File: src/rtl/connect_four_drop_engine_pkg.sv
// connect_four_pkg: shared constants, cell encoding and cell-to-pixel mapping
// for the Connect Four drop engine.
//   NUM_COLS / NUM_ROWS : board geometry (8 columns, 6 rows per column)
//   COL_NONE            : decoded column value meaning "no valid request"
//   cell_t              : per-cell board state
//   pix_row / pix_col   : cell coordinates -> bottom-left pixel of the 2x2 block
package connect_four_pkg;

  localparam int NUM_COLS = 8;
  localparam int NUM_ROWS = 6;

  localparam logic [3:0] COL_NONE  = 4'd8;
  localparam logic [2:0] ROW_LIMIT = 3'(NUM_ROWS);

  typedef enum logic [1:0] {
    EMPTY = 2'd0,
    RED   = 2'd1,
    GRN   = 2'd2
  } cell_t;

  // Row 0 of the board sits at the bottom of the display (pixel row 15).
  function automatic logic [4:0] pix_row(input logic [2:0] r);
    return 5'd15 - {1'b0, r, 1'b0};
  endfunction

  function automatic logic [4:0] pix_col(input logic [2:0] c);
    return {1'b0, c, 1'b0};
  endfunction

endpackage

File: src/rtl/connect_four_drop_engine_if.sv
// connect_four_drop_engine_if: groups the drop request and the game-state
// outputs of the drop engine.
//   sw_sync    : one-hot drop request (master -> slave)
//   column     : decoded column, COL_NONE when no valid request
//   player     : player to move (0 = red, 1 = green)
//   counters   : tokens per column
//   red_pixels / grn_pixels : LED arrays [pixel_row][pixel_col], row 15 bottom
//   prev_row / prev_col     : pixel coordinates of the last placed token
interface connect_four_drop_engine_if;
  import connect_four_pkg::*;

  logic [NUM_COLS-1:0]       sw_sync;
  logic [3:0]                column;
  logic                      player;
  logic [NUM_COLS-1:0][2:0]  counters;
  logic [15:0][15:0]         red_pixels;
  logic [15:0][15:0]         grn_pixels;
  logic [4:0]                prev_row;
  logic [4:0]                prev_col;

  modport master (
    output sw_sync,
    input  column, player, counters, red_pixels, grn_pixels, prev_row, prev_col
  );

  modport slave (
    input  sw_sync,
    output column, player, counters, red_pixels, grn_pixels, prev_row, prev_col
  );
endinterface

File: src/rtl/connect_four_drop_engine_decoder.sv
// drop_column_decoder: one-hot drop request to column index.
//   reset_i   : synchronous reset of the engine; forces "no request"
//   sw_sync_i : edge-detected one-hot request
//   column_o  : index of the single set bit, COL_NONE otherwise
module drop_column_decoder
  import connect_four_pkg::*;
(
  input  logic                reset_i,
  input  logic [NUM_COLS-1:0] sw_sync_i,
  output logic [3:0]          column_o
);

  always_comb begin
    column_o = COL_NONE;
    if (!reset_i && $onehot(sw_sync_i)) begin
      for (int c = 0; c < NUM_COLS; c++) begin
        if (sw_sync_i[c]) column_o = 4'(c);
      end
    end
  end

endmodule

File: src/rtl/connect_four_drop_engine.sv
// connect_four_drop_engine: Connect Four game-state core. Accepts one-hot drop
// requests, stacks tokens per column, alternates players and drives the red
// and green 16x16 LED arrays.
//   clk   : system clock
//   reset : synchronous, active-high; clears the board in one cycle
//   bus   : slave side of connect_four_drop_engine_if (request in, state out)
module connect_four_drop_engine
  import connect_four_pkg::*;
(
  input logic                     clk,
  input logic                     reset,
  connect_four_drop_engine_if.slave bus
);

  logic [3:0]               column;
  logic [2:0]               col_sel;
  logic [2:0]               row_sel;
  logic                     accept;

  logic [NUM_COLS-1:0][2:0] counters_q;
  logic                     player_q;
  logic [4:0]               prev_row_q;
  logic [4:0]               prev_col_q;
  cell_t                    board_q [NUM_ROWS][NUM_COLS];

  logic [15:0][15:0]        red_d;
  logic [15:0][15:0]        grn_d;

  drop_column_decoder u_decoder (
    .reset_i   (reset),
    .sw_sync_i (bus.sw_sync),
    .column_o  (column)
  );

  assign col_sel = column[2:0];
  assign row_sel = counters_q[col_sel];
  assign accept  = (column < COL_NONE) && (row_sel < ROW_LIMIT) && !reset;

  always_ff @(posedge clk) begin
    if (reset) begin
      counters_q <= '0;
      player_q   <= 1'b0;
      prev_row_q <= '0;
      prev_col_q <= '0;
      for (int r = 0; r < NUM_ROWS; r++) begin
        for (int c = 0; c < NUM_COLS; c++) begin
          board_q[r][c] <= EMPTY;
        end
      end
    end else if (accept) begin
      board_q[row_sel][col_sel] <= player_q ? GRN : RED;
      counters_q[col_sel]       <= row_sel + 3'd1;
      player_q                  <= ~player_q;
      prev_row_q                <= pix_row(row_sel);
      prev_col_q                <= pix_col(col_sel);
    end
  end

  // Each cell lights a 2x2 block; pixel rows 0..3 are never covered.
  always_comb begin
    red_d = '0;
    grn_d = '0;
    for (int r = 0; r < NUM_ROWS; r++) begin
      for (int c = 0; c < NUM_COLS; c++) begin
        if (board_q[r][c] == RED) begin
          red_d[15-2*r][2*c]   = 1'b1;
          red_d[15-2*r][2*c+1] = 1'b1;
          red_d[14-2*r][2*c]   = 1'b1;
          red_d[14-2*r][2*c+1] = 1'b1;
        end else if (board_q[r][c] == GRN) begin
          grn_d[15-2*r][2*c]   = 1'b1;
          grn_d[15-2*r][2*c+1] = 1'b1;
          grn_d[14-2*r][2*c]   = 1'b1;
          grn_d[14-2*r][2*c+1] = 1'b1;
        end
      end
    end
  end

  assign bus.column     = column;
  assign bus.player     = player_q;
  assign bus.counters   = counters_q;
  assign bus.red_pixels = red_d;
  assign bus.grn_pixels = grn_d;
  assign bus.prev_row   = prev_row_q;
  assign bus.prev_col   = prev_col_q;

endmodule

File: src/flat_wrapper.sv
// flat-port wrapper written by rule: the top's interface ports become plain ports
module connect_four_drop_engine_flat import connect_four_pkg::*;
  (clk, reset, bus_sw_sync, bus_column, bus_player, bus_counters, bus_red_pixels, bus_grn_pixels, bus_prev_row, bus_prev_col);
  connect_four_drop_engine_if bus_i ();
  input logic clk;
  input logic reset;
  input wire logic [$bits(bus_i.sw_sync)-1:0] bus_sw_sync;
  output wire logic [$bits(bus_i.column)-1:0] bus_column;
  output wire logic [$bits(bus_i.player)-1:0] bus_player;
  output wire logic [$bits(bus_i.counters)-1:0] bus_counters;
  output wire logic [$bits(bus_i.red_pixels)-1:0] bus_red_pixels;
  output wire logic [$bits(bus_i.grn_pixels)-1:0] bus_grn_pixels;
  output wire logic [$bits(bus_i.prev_row)-1:0] bus_prev_row;
  output wire logic [$bits(bus_i.prev_col)-1:0] bus_prev_col;
  assign bus_i.sw_sync = bus_sw_sync;
  assign bus_column = bus_i.column;
  assign bus_player = bus_i.player;
  assign bus_counters = bus_i.counters;
  assign bus_red_pixels = bus_i.red_pixels;
  assign bus_grn_pixels = bus_i.grn_pixels;
  assign bus_prev_row = bus_i.prev_row;
  assign bus_prev_col = bus_i.prev_col;
  connect_four_drop_engine u_core (.clk(clk), .reset(reset), .bus(bus_i));
endmodule
File: config.mk
export PLATFORM = sky130hd
export DESIGN_NAME = connect_four_drop_engine_flat
export DESIGN_NICKNAME = d
export VERILOG_FILES = /design/src/rtl/connect_four_drop_engine_pkg.sv /design/src/rtl/connect_four_drop_engine_if.sv /design/src/rtl/connect_four_drop_engine_decoder.sv /design/src/rtl/connect_four_drop_engine.sv /design/src/flat_wrapper.sv
export SDC_FILE = /design/constraint.sdc
export NUM_CORES = 1
export LEC_CHECK = 0
export BUFFER_PORTS_ARGS = -buffer_cell sky130_fd_sc_hd__buf_2
export CAP_MARGIN = 20
export CORE_AREA = 2 2 216 218
export CTS_BUF_LIST = sky130_fd_sc_hd__clkbuf_8
export CTS_CLUSTER_DIAMETER = 150
export DETAILED_ROUTE_END_ITERATION = 12
export DIE_AREA = 0 0 218 220
export HOLD_SLACK_MARGIN = 0.15
export MAX_ROUTING_LAYER = met4
export PLACE_DENSITY = 0.45
export SYNTH_ARGS = -nofsm -noshare
export SYNTH_HDL_FRONTEND = slang
export SYNTH_SLANG_ARGS = --single-unit
File: constraint.sdc
create_clock -name clk -period 8.5 [get_ports clk]
set_input_delay 0 -clock clk [delete_from_list [all_inputs] [get_ports clk]]
set_output_delay 0 -clock clk [all_outputs]
set_load 0.05 [all_outputs]
==> flow_metrics.env <==
export IMPL_first_iter_violations=345
export IMPL_drv_cap=0
export IMPL_drc_errors=0
export IMPL_vias=6605
export IMPL_skew_ns=0.0182
export IMPL_rsz0062_at_grt="false"
export IMPL_clk_pin_slew_ns=0.08
export IMPL_startpoint="bus_sw_sync[6]"
export IMPL_dr_wl_met2_mm=13.2
export IMPL_async_flop_share=0
export IMPL_synthDistinctLibCells=63
export IMPL_m1WireLength_mm=12.9
export IMPL_worst_pin_slew_ns=0.935
export IMPL_cts_sinks=128
export IMPL_grt_max_degree=84
export IMPL_ioPinCount=561
export IMPL_cpMaxStageDelayCell="a2111oi_4"
export IMPL_wl_mm=28.2
export IMPL_ys_warn_count=0
export IMPL_slew_headroom=0.377
export IMPL_dieArea_sq_um=48000
export IMPL_topRoutingLayerUsed="met4"
export IMPL_crit_arrival_ns=5.51
export IMPL_core_sq_um=45900
export IMPL_p_sw_frac=0.454
export IMPL_synth_edf_count=96
export IMPL_cp_end_kind="register"
export IMPL_irDropWorstVdd_uv=95.4
export IMPL_crit_required_ns=8.65
export IMPL_portBuffers=429
export IMPL_r2r_cells=6
export IMPL_start_util=0.210
export IMPL_gr_usage_all_layers=0.114
export IMPL_crit_end="u_core.board_q[1][12]$_SDFFCE_PN0P_"
export IMPL_p_switching_uw=841
export IMPL_rrSetupSlack_ns=5.58
export IMPL_crit_type="in -> reg"
export IMPL_post_route_period_util=0.630
export IMPL_nNetsFinal=1209
export IMPL_whs_ns=0.229
export IMPL_cts_made_buffers=17
export IMPL_leakagePower_uw=0.00507
export IMPL_clk_path_buf_depth=2
export IMPL_route_met3_wl_mm=1.84
export IMPL_htreeDepth=4
export IMPL_routabilityCongestion=0.806
export IMPL_ys_flop_type="edfxtp_1"
export IMPL_r2r_end="u_core.board_q[1][12]$_SDFFCE_PN0P_"
export IMPL_syn_inst=1044
export IMPL_startpoint_type="primary input"
export IMPL_clk_latency_ns=0.47
export IMPL_worstPathCellList="dlygate4sd3_1, buf_2, inv_1, fa_1, fa_1, inv_1, ha_1, inv_1, fa_1, nor3b_2, a22o_1, o211ai_2, buf_4, inv_2, a211oi_4, a2111oi_4, nand3_1, o21bai_1"
export IMPL_syn2layout_area_growth_pct=6.14
export IMPL_ys_seq_area_frac=0.366
export IMPL_dp_hpwl_mm=22.3
export IMPL_dieHeight_um=220
export IMPL_grt_pass1_vias=5748
export IMPL_cts_tree="done"
export IMPL_cts_resized=0
export IMPL_grt_pass1_wl_mm=38.4
export IMPL_cts_hold_buf=9
export IMPL_power_uw=1850
export IMPL_firstDrtPassIters=5
export IMPL_outcome="complete, no violations"
export IMPL_globalRouteOverflowTotal=0
export IMPL_hp_class="in -> reg"
export IMPL_final_common_cell="buf_2"
export IMPL_p_int_uw=1010
export IMPL_hold_viol_final=0
export IMPL_powerDensity_nw_per_um2=181
export IMPL_cp_slowest_stage_delay_ns=0.65
export IMPL_clock_power_share=0.243
export IMPL_drive_above_1_share=0.407
export IMPL_setup_tns_ns=0
export IMPL_pwr_share_seq=0.383
export IMPL_cp_max_fo=19
export IMPL_setup_viol=0
export IMPL_fin_crit_ns=5.36
export IMPL_cts_setup_buffers=0
export IMPL_routedWlPerCell_um=15.6
export IMPL_antenna_found_initial=0
export IMPL_yosys_register_bits=128
export IMPL_r2r_start="u_core.bus.counters[21]$_SDFFE_PP0P_"
export IMPL_synthesis_area_sq_um=9640
export IMPL_comb_power_share=0.374
export IMPL_cts_root_buf="clkbuf_8"
export IMPL_fmax_mhz=187
export IMPL_drtAntennaViolNets=0
export IMPL_maxSlewViolCount=0
export IMPL_rows=79
export IMPL_die_x_um=218
export IMPL_layout_common_cells="buf_2, conb_1, nor2_1"
export IMPL_vias_per_cell=3.65
export IMPL_diodes=0
export IMPL_syn_avg_cell_area_sq_um=9.23
## routing by layer
layer,vias to the layer above,track usage
met5,-,-
met4,0,0.0317
met3,16,0.0287
met2,265,0.169
met1,3151,0.152
li1,3173,-
## power by group through the flow
stage               Clock (uW)  Sequential [uW]  Combinational [uW]
floorplan                    0              740                 647
global placement             0              724                 690
detailed placement           0              724                 692
CTS                        473              710                 696
global route               497              713                 732
finish                     450              709                 693
## worst min path at each step
stage,cells after the start,slack (ns),start,to
after global placement,2,0.45,u_core.bus.prev_row[0]$_SDFFE_PP0P_,u_core.bus.prev_row[0]$_SDFFE_PP0P_
after CTS,5,0.17,bus_sw_sync[3],u_core.bus.prev_col[2]$_SDFFE_PP0P_
after detailed placement,2,0.47,u_core.bus.prev_row[0]$_SDFFE_PP0P_,u_core.bus.prev_row[0]$_SDFFE_PP0P_
after global routing,5,0.22,bus_sw_sync[3],u_core.bus.prev_col[2]$_SDFFE_PP0P_
final,5,0.23,bus_sw_sync[3],u_core.bus.prev_col[2]$_SDFFE_PP0P_
after floorplan,3,0.26,bus_sw_sync[6],u_core.bus.counters[14]$_SDFFE_PP0P_
## registers in the layout (all words and copies together), names as in the netlist
signal / flops
u_core.board_q: 96
u_core.bus.counters: 24
u_core.bus.prev_row: 4
u_core.bus.prev_col: 3
u_core.bus.player: 1
## cell usage after synthesis (2+ instances only)
cell | number | area, sq um
nor3_2 | 2 | 20.0
nand2_1 | 21 | 78.8
o31ai_1 | 3 | 22.5
o21ai_0 | 17 | 85.1
o21bai_1 | 27 | 203
o21ai_1 | 6 | 30.0
mux2i_1 | 15 | 150
o21bai_2 | 3 | 33.8
nor2_1 | 124 | 465
nand3_1 | 8 | 40.0
edfxtp_1 | 96 | 2880
a21o_1 | 19 | 143
nand4_2 | 4 | 50.1
nand4_1 | 5 | 31.3
clkbuf_1 | 15 | 56.3
a22oi_1 | 2 | 15.0
o211ai_2 | 2 | 25.0
inv_2 | 2 | 7.51
buf_1 | 2 | 7.51
buf_4 | 424 | 3180
or3_1 | 2 | 12.5
ha_1 | 5 | 62.6
or4_1 | 2 | 15.0
nand3b_1 | 12 | 90.1
buf_2 | 9 | 45.0
a21oi_1 | 17 | 85.1
fa_1 | 4 | 80.1
nor2b_1 | 102 | 638
nor3_1 | 10 | 50.1
nor4_1 | 3 | 18.8
dfxtp_1 | 32 | 641
inv_1 | 16 | 60.1
nand3_2 | 2 | 20.0
a22o_1 | 2 | 17.5
## critical path: cells and delay by family
kind,cells,cell delay [ns]
fa+ha+maj,4,1.51
buf+inv,7,1.55
simple gates,2,0.80
compound gates,5,1.60
## through the flow
| step | instance area [sq um] | worst slack (ns) | instances | utilization |
|---|---|---|---|---|
| floorplan | 10100 | 3.97 | 1174 | - |
| global placement | 9810 | 3.05 | 1769 | 0.214 |
| detailed placement | 9810 | 2.83 | 1769 | 0.214 |
| finish | 10200 | 3.14 | 1810 | 0.223 |
| global route | 10200 | 2.72 | 1810 | 0.223 |
| CTS | 10200 | 3.19 | 1810 | 0.223 |
## cell type report
type	count	area (sq um)
clock inverters	13	61.3
flip-flops and latches	128	3520
fillers	5067	35600
well taps	607	759
multi-input cells	576	3240
clock buffers	19	262
inverters	19	73.8
repair buffers	448	2310
## logic make-up after synthesis
logic type,after synthesis,share of synthesized area
other cells,1,0.000389
buf+inv,470,0.350
flops,128,0.366
simple gates,306,0.166
mux,15,0.0156
xor+xnor,1,0.000909
fa+ha+maj,9,0.0148
compound gates,114,0.0861
Note: power is estimated with default switching activity, not from simulation.
